## config.mk

```make
export PLATFORM = sky130hd
export DESIGN_NAME = mac_triple_feeder
export DESIGN_NICKNAME = d
export VERILOG_FILES = /design/src/rtl/ex2_pkg.sv /design/src/rtl/triple_fifo.sv /design/src/rtl/mac_triple_feeder.sv
export SDC_FILE = /design/constraint.sdc
export NUM_CORES = 1
export LEC_CHECK = 0
export ABC_AREA = 0
export CORE_UTILIZATION = 35
export CTS_CLUSTER_DIAMETER = 200
export DETAILED_ROUTE_END_ITERATION = 8
export PLACE_DENSITY_LB_ADDON = 0.3
export SLEW_MARGIN = 15
export SYNTH_ARGS = -nofsm -noshare
export SYNTH_HDL_FRONTEND = slang
export SYNTH_SLANG_ARGS = --single-unit
export TNS_END_PERCENT = 1
```

## constraint.sdc

```tcl
create_clock -name clk -period 13.25 [get_ports clk]
set_clock_uncertainty 0.2 [all_clocks]
set_input_delay 1.9875 -clock clk [delete_from_list [all_inputs] [get_ports clk]]
set_output_delay 1.9875 -clock clk [all_outputs]
set_load 0.03 [all_outputs]
```

## src/rtl/ex2_pkg.sv

```systemverilog
// Shared definitions for the MAC triple feeder.
// Holds the default stream width, the triple-counter width, the feeder
// FSM state encoding and the default-width operand triple record.
package ex2_pkg;

    localparam int DEF_W = 32;   // default operand / stream word width
    localparam int CNT_W = 16;   // width of the completed-triple counter

    typedef enum logic [2:0] {
        IDLE,
        SEND_A,
        SEND_B,
        SEND_C,
        GAP_WAIT
    } feeder_state_t;

    // Operand triple at the default width; a is the most significant field.
    typedef struct packed {
        logic [DEF_W-1:0] a;
        logic [DEF_W-1:0] b;
        logic [DEF_W-1:0] c;
    } triple_t;

endpackage

```

## src/rtl/triple_fifo.sv

```systemverilog
// Synchronous FIFO holding whole operand triples.
// Ports:
//   clk, rst_n   clock and synchronous active-low reset (empties the FIFO)
//   push, din    write one entry (ignored while full)
//   pop, dout    dout shows the head entry; pop removes it (ignored while empty)
//   full, empty  status derived from the registered pointers only
//   level        number of entries currently stored (0..DEPTH)
module triple_fifo #(
    parameter int DATA_W = 96,
    parameter int DEPTH  = 4
) (
    input  logic                    clk,
    input  logic                    rst_n,
    input  logic                    push,
    input  logic                    pop,
    input  logic [DATA_W-1:0]       din,
    output logic [DATA_W-1:0]       dout,
    output logic                    full,
    output logic                    empty,
    output logic [$clog2(DEPTH):0]  level
);
    localparam int AW = $clog2(DEPTH);

    // Pointers carry one extra bit so full and empty are distinguishable
    // when the address bits coincide.
    logic [AW:0]        wr_ptr_q, wr_ptr_d;
    logic [AW:0]        rd_ptr_q, rd_ptr_d;
    logic [DATA_W-1:0]  mem_q [DEPTH];
    logic               do_push, do_pop;

    assign level = wr_ptr_q - rd_ptr_q;
    assign full  = (level == (AW+1)'(DEPTH));
    assign empty = (wr_ptr_q == rd_ptr_q);
    assign dout  = mem_q[rd_ptr_q[AW-1:0]];

    always_comb begin
        // NOTE: every always_comb output gets a default first so no path leaves it unassigned (no latch).
        do_push  = push && !full;
        do_pop   = pop && !empty;
        wr_ptr_d = wr_ptr_q;
        rd_ptr_d = rd_ptr_q;
        if (do_push) wr_ptr_d = wr_ptr_q + (AW+1)'(1);
        if (do_pop)  rd_ptr_d = rd_ptr_q + (AW+1)'(1);
    end

    always_ff @(posedge clk) begin
        // NOTE: sequential state uses non-blocking assignments so every flop samples pre-edge values.
        if (!rst_n) begin
            wr_ptr_q <= '0;
            rd_ptr_q <= '0;
        end else begin
            wr_ptr_q <= wr_ptr_d;
            rd_ptr_q <= rd_ptr_d;
        end
    end

    // NOTE: storage is not reset; an entry is only read after it has been written.
    always_ff @(posedge clk) begin
        if (do_push) mem_q[wr_ptr_q[AW-1:0]] <= din;
    end

endmodule

```

## src/rtl/mac_triple_feeder.sv

```systemverilog
// Upstream stage of the a*b+c MAC sequencer.
// Buffers operand triples and serialises each one onto the MAC word stream
// as three consecutive valid words a, b, c, optionally followed by GAP idle
// cycles. hold pauses emission only at triple boundaries, so the MAC never
// sees a partial triple except across a reset.
// Ports:
//   clk, rst_n          clock, synchronous active-low reset
//   in_valid/in_ready   producer handshake; a triple is pushed when both are 1
//   in_a, in_b, in_c    operand triple
//   hold                pause emission at the next triple boundary
//   validi, data_out    registered stream word to the MAC (data_out=0 when idle)
//   level               triples currently buffered
//   triple_cnt          completed triples emitted (wraps at 16 bits)
module mac_triple_feeder
    import ex2_pkg::*;
#(
    parameter int W     = DEF_W,
    parameter int DEPTH = 4,
    parameter int GAP   = 1
) (
    input  logic                    clk,
    input  logic                    rst_n,
    input  logic                    in_valid,
    output logic                    in_ready,
    input  logic [W-1:0]            in_a,
    input  logic [W-1:0]            in_b,
    input  logic [W-1:0]            in_c,
    input  logic                    hold,
    output logic                    validi,
    output logic [W-1:0]            data_out,
    output logic [$clog2(DEPTH):0]  level,
    output logic [CNT_W-1:0]        triple_cnt
);
    localparam int GAP_CW = (GAP > 1) ? $clog2(GAP) : 1;

    typedef struct packed {
        logic [W-1:0] a;
        logic [W-1:0] b;
        logic [W-1:0] c;
    } slot_t;

    feeder_state_t      state_q, state_d;
    slot_t              hold_reg_q, hold_reg_d;
    logic [GAP_CW-1:0]  gap_cnt_q, gap_cnt_d;
    logic [CNT_W-1:0]   triple_cnt_q, triple_cnt_d;
    logic               validi_q, validi_d;
    logic [W-1:0]       data_out_q, data_out_d;

    slot_t              fifo_din, fifo_dout;
    logic               fifo_push, fifo_pop, fifo_full, fifo_empty;

    assign fifo_din  = {in_a, in_b, in_c};
    // in_ready depends only on registered FIFO state: a full FIFO refuses a
    // push even in a cycle where the FSM pops.
    assign in_ready  = !fifo_full;
    assign fifo_push = in_valid && in_ready;

    triple_fifo #(
        .DATA_W (3*W),
        .DEPTH  (DEPTH)
    ) u_fifo (
        .clk   (clk),
        .rst_n (rst_n),
        .push  (fifo_push),
        .pop   (fifo_pop),
        .din   (fifo_din),
        .dout  (fifo_dout),
        .full  (fifo_full),
        .empty (fifo_empty),
        .level (level)
    );

    always_comb begin
        state_d      = state_q;
        hold_reg_d   = hold_reg_q;
        gap_cnt_d    = gap_cnt_q;
        triple_cnt_d = triple_cnt_q;
        fifo_pop     = 1'b0;

        unique case (state_q)
            IDLE: begin
                if (!fifo_empty && !hold) begin
                    fifo_pop   = 1'b1;
                    hold_reg_d = fifo_dout;
                    state_d    = SEND_A;
                end
            end
            SEND_A: state_d = SEND_B;
            SEND_B: state_d = SEND_C;
            SEND_C: begin
                triple_cnt_d = triple_cnt_q + CNT_W'(1);
                if (GAP > 0) begin
                    state_d   = GAP_WAIT;
                    gap_cnt_d = GAP_CW'((GAP > 0) ? GAP - 1 : 0);
                end else if (!fifo_empty && !hold) begin
                    fifo_pop   = 1'b1;
                    hold_reg_d = fifo_dout;
                    state_d    = SEND_A;
                end else begin
                    state_d = IDLE;
                end
            end
            GAP_WAIT: begin
                if (gap_cnt_q == '0) state_d = IDLE;
                else                 gap_cnt_d = gap_cnt_q - GAP_CW'(1);
            end
            default: state_d = IDLE;
        endcase

        // Outputs are decoded from the next state and registered, so the
        // word for a state appears in the same cycle the state is entered.
        // hold_reg_d already holds a freshly popped triple on entry to SEND_A.
        validi_d   = 1'b0;
        data_out_d = '0;
        unique case (state_d)
            SEND_A: begin validi_d = 1'b1; data_out_d = hold_reg_d.a; end
            SEND_B: begin validi_d = 1'b1; data_out_d = hold_reg_d.b; end
            SEND_C: begin validi_d = 1'b1; data_out_d = hold_reg_d.c; end
            default: ;
        endcase
    end

    always_ff @(posedge clk) begin
        if (!rst_n) begin
            state_q      <= IDLE;
            hold_reg_q   <= '0;
            gap_cnt_q    <= '0;
            triple_cnt_q <= '0;
            validi_q     <= 1'b0;
            data_out_q   <= '0;
        end else begin
            state_q      <= state_d;
            hold_reg_q   <= hold_reg_d;
            gap_cnt_q    <= gap_cnt_d;
            triple_cnt_q <= triple_cnt_d;
            validi_q     <= validi_d;
            data_out_q   <= data_out_d;
        end
    end

    assign validi     = validi_q;
    assign data_out   = data_out_q;
    assign triple_cnt = triple_cnt_q;

endmodule

```

* Yosys cells after proc, flatten, opt, wreduce, memory -nomap -nowiden
Memories as Yosys holds them, arrays and structs flattened. A register that Yosys moved wholly into a read port is not among the register bits.
Index checks and enable logic that the tools add are counted.
** Word-level totals
- Output and inout port bits :: 53
- Input port bits :: 100
- Logic and storage cells :: 50
- Flip-flop bits (word level) :: 155
- Memories kept :: 1
- Memory bits (writable) :: 384
** Cells by class
- Add/subtract/negate cells :: 5
- Reductions and logical operators :: 10
- Eq/ne operators :: 9
- Mux-type cells :: 15
** Memories
- u_fifo.mem_q :: words 4, width 96, read ports 1, clocked after memory_dff 1, wr ports 1, RTL line triple_fifo.sv:28 : logic [DATA_W-1:0] mem_q [DEPTH];
** Operators by type and width (number)
- two-way mux 96 bit :: 2
- case mux 32 bit (3 select lines) :: 1
- adder 16 x 1 -> 16 bit, second input constant :: 1
- case mux 3 bit (5 select lines) :: 1
- equality test 3 x 2 -> 1 bit, second input constant :: 4
- adder 3 x 1 -> 3 bit, second input constant :: 2
- equality test 3 x 1 -> 1 bit, second input constant :: 2
- equality test 3 bit, second input constant :: 2
- two-way mux 1 bit :: 6
- two-way mux 3 bit :: 2
- logical AND 1 bit :: 4
- two-way mux 2 bit :: 2
- equality test 3 bit :: 1
- logical NOT 1 bit :: 3
- logical NOT 3 bit :: 1
- OR reduction 3 bit :: 1
- subtractor 3 bit :: 1
- case mux 1 bit (2 select lines) :: 1
- nonzero test 2 bit :: 1
- subtractor 1 bit, second input constant :: 1

* Logic depth before layout (Yosys ltp)
- Depth in word-level cells :: 8
- Mapped depth :: 9
- Gate-level depth less buffers :: 6

* Hierarchy
From an unflattened synthesis, not the netlist that was laid out.
** Unflattened totals
- Cell total of the unflattened synthesis :: 1081
- Area, all modules :: 18670.4 µm²
** Modules (own cells, without submodules)
- triple_fifo :: sequential area each 11691.2 µm², area an instance 14313.7 µm², cells each 553, times used 1
- mac_triple_feeder :: sequential area each 2322.2 µm², area an instance 4356.7 µm², cells each 528, times used 1

* Least setup slack after synthesis
Ideal clock, no wire load.
- Path type :: input -> register
- Start :: in in_valid
- End :: reg u_fifo.wr_ptr_q[2]
- Data required time :: 12.684 ns
- Buffers on the path :: 0
- Slack :: 5.499 ns
- Stages on the path :: 3
- Setup time :: 0.366 ns
- Data arrival time :: 7.185 ns
- Cells stage by stage :: nand2_1 > a31oi_1 > mux2i_1
** On the way
- Longest elaborated chain between the ends :: 2
** Ends and longest elaborated chain
- start: declaration :: RTL line mac_triple_feeder.sv:23 : input logic in_valid,
- logical AND 1 bit :: RTL line mac_triple_feeder.sv:56 : assign fifo_push = in_valid && in_ready;
- logical AND 1 bit :: RTL line triple_fifo.sv:38 : do_push = push && !full;
- end signal: assignment :: RTL line triple_fifo.sv:52 : wr_ptr_q <= wr_ptr_d;
- end: declaration :: RTL line triple_fifo.sv:26 : logic [AW:0] wr_ptr_q, wr_ptr_d;
No other way between the ends.
A chain may end at the register's enable or synchronous reset.

* Worst setup path after layout
- Start :: reg u_fifo.wr_ptr_q[0]
- End :: out level[2]
** On the way
- Longest elaborated chain between the ends :: 1
** Ends and longest elaborated chain
- subtractor 3 bit :: RTL line triple_fifo.sv:31 : assign level = wr_ptr_q - rd_ptr_q;
- end: declaration :: RTL line mac_triple_feeder.sv:31 : output logic [$clog2(DEPTH):0] level,
No other way between the ends.

==> summary.md <==
| Metric | Value |
|---|---|
| TNS Setup | 0 ns |
| Clk slew on worst S/H paths | 0.06 ns |
| Post-synth ARST share | 0% |
| Core area | 0.0526 mm2 |
| Largest net degree at the start of global routing | 85 |
| # placed instances | 1803 |
| Chip Width | 233 um |
| Worst hold-check path type | register to register |
| Vias in the first global route | 9917 |
| Layout cells sized above 1 | 16.0% |
| CTS Buf Count | 50 |
| Hold buffer count at CTS | 0 |
| Setup crit end kind | primary output |
| Top cells by area, synth | edfxtp_1, dfxtp_1, mux4_2, mux2i_1, nand2_1 |
| Die area | 0.0542 mm2 |
| DR iter-0 viols | 726 |
| Period utilization | 38.5% |
| Sequential element share of the synthesized area | between 70 and 80% |
| Worst EP required | 11.06 ns |
| Clock Tree Buf Depth | 3 |
| Post-route ant nets | 0 |
| Vias per cell | 5.04 |
| Commonest cells post-synth | edfxtp_1, dfxtp_1, mux4_2 |
| WL/cell | 21.8 um |
| GR Overflow Total | 0 |
| Reg2reg setup slack | 9.25 ns |
| CP Max Fanout | 4 |
| Root buf cell | clkbuf_16 |
| Startpoint class of the critical path | register |
| Area grow syn2layout | 20.2% |
| DRC Markers | 0 |
| CTS tree | yes |
| Worst Setup SP | u_fifo.wr_ptr_q[0] |
| Post-CTS Resized | 0 |
| Leakage | roughly 0.0071 uW |
| Synthesis Warnings | 0 |
| Gp weighted congestion | 0.763 |
| Synthesized area | 0.0186 mm2 |
| Diode count | 0 |
| Syn Inst Count | 1015 |
| Area after DPL | approximately 0.021 mm2 |
| WL final | 41400 um |
| Post-synth EDFFs | 384 |
| First-pass iteration count of the detailed router | 5 |
| Post-DP HPWL | 24000 um |
| Final hold violations | 0 |
| Site Rows | 84 |
| Critical R2R Capture | u_fifo.mem_q[2][55] |
| RSZ-0062 raised after global routing | no |
| Sink Count | 508 |
| Ratio of total power to cell area | 194 mW/mm2 |
| Finish-stage setup viols | 0 |
| Ys flop type | edfxtp_1 |
| # nets final | 1276 |
| Fin cells | 1896 |
| Setup bufs post-CTS | 0 |
| Total Routing Usage GR | between 15 and 20% |
| VDD IR-drop max | 96.4 uV |
| Top-count cell post-synth | edfxtp_1 |
| Max Clk Rate | 196 MHz |
| Worst-skew pair later-pin latency | a little under 0.6 ns |
| Die Ht | roughly 230 um |
| Area share of the largest cell type after synthesis | 61.9% |
| Arrival time at the worst endpoint | 2.92 ns |
| Finished Cell Area | 0.0224 mm2 |
| Initial antenna violation count | 2 |
| Vias | roughly 9600 |
| Synth Register Bits | approximately 500 |
| Slew HR | a little over a quarter |
| H-tree depth | 2 |
| Max Cap Violations | 0 |
| Global-route wire length before repair | 62300 um |
| Setup CP Type | register to primary output |
| Worst Tran Pin Value | 1.11 ns |
| Worst R2R Start | u_fifo.wr_ptr_q[0] |
| Area leader, netlist | edfxtp_1 |
| Starting Density | 35.5% |
| Netlist cell types | 46 |
| Slew Limit Fails | 0 |
| R2r worst-path depth | 7 |
| Post-Synthesis Net Count | 1124 |
| I/O Buffers | 152 |
| Final min period | 5.10 ns |
| Mapped Avg Cell Area | 18.4 um2 |
| Worst setup path endpoint | level[2] |
| Top-Level Pins | 153 |
| Outcome | complete, no violations |
==> layer usage <==
metal  wire length, um  track usage, %
met1             18500            21.2
met2             20000            25.2
met3              2160            2.93
met4               703            3.82
met5                24               0
==> state kept, by name (all words and copies together), names as in the netlist, named ones only <==
register         cells
u_fifo.mem_q       384
triple_cnt          16
state_q              3
u_fifo.wr_ptr_q      3
validi               1
hold_reg_q          64
data_out            32
u_fifo.rd_ptr_q      3
==> worst min path at each step <==
stage	start	end	slack, ns	cells after the start
floorplan	hold_reg_q[31]	hold_reg_q[31]	0.23	2
global placement	hold_reg_q[30]	hold_reg_q[30]	0.24	2
detailed placement	hold_reg_q[30]	hold_reg_q[30]	0.25	2
CTS	hold_reg_q[30]	hold_reg_q[30]	0.26	2
global route	hold_reg_q[11]	hold_reg_q[11]	0.29	2
finish	hold_reg_q[30]	hold_reg_q[30]	0.25	2
==> power by group <==
group	switching [uW]	leakage (uW)	internal, uW
combinational	547	0.00177	411
sequential	92.2	0.00453	1950
clock	587	0.000770	770
==> area by class of cell <==
| type | instances | area [um2] |
|---|---|---|
| clock buffers | 68 | 1380 |
| clock inverters | 25 | 190 |
| fillers | 4638 | 30200 |
| inverters | 10 | 38.8 |
| multi-input cells | 432 | 4290 |
| flip-flops and latches | 508 | 14000 |
| well taps | 688 | 861 |
| repair buffers | 165 | 1620 |
==> cells in the final DEF (no fill, tap or decap), types with 2 or more instances in the layout <==
master / count
nand3_1: 6
nor3_1: 3
a22oi_1: 32
o21ai_0: 3
clkdlybuf4s50_1: 152
or3_1: 3
or4_1: 3
o22ai_1: 32
mux4_2: 96
dfxtp_1: 122
inv_6: 2
nand2b_1: 2
and2_4: 3
o31ai_1: 3
clkbuf_16: 51
mux2i_1: 37
bufinv_16: 2
a21oi_1: 40
dfxtp_4: 2
clkinv_8: 2
nor2_1: 47
buf_4: 13
inv_1: 9
ha_1: 8
nand4_1: 3
xnor2_1: 7
and4_1: 2
nand2_1: 77
edfxtp_1: 384
a31oi_1: 2
clkinv_2: 8
xor2_1: 7
clkinv_1: 12
clkbuf_1: 13
clkbuf_8: 4
==> worst max-delay path, cell delays in order (launching register included) <==
cell             delay, ns
dfxtp_1               0.38
inv_1                 0.10
ha_1                  0.20
fa_1                  0.39
xnor2_1               0.49
clkdlybuf4s50_1       0.78
==> stage by stage <==
step	worst slack [ns]	hold WS, ns	util (%)	power (uW)
floorplan	5.50	0.233	-	2750
global placement	8.01	0.245	39.6	3040
detailed placement	8.03	0.249	39.6	3060
CTS	8.11	0.256	42.6	4410
global route	8.00	0.287	42.6	4550
finish	8.15	0.255	42.6	4350
==> logic make-up (layout without fill, tap and decap cells) <==
kind of cell               count (synthesis)  count (layout)  share of synthesized area, %
DFF                                      508             508                          75.2
and+or+nand+nor                          159             159                          3.89
muxes                                    133             133                          13.6
AOI/OAI and AO/OA                        117             117                          3.91
buffers and inverters                     75             268                          2.09
xor gates and xnor gates                  14              14                         0.658
adders and majority gates                  9               9                         0.645
No activity file was read; power rests on OpenSTA's default activity.
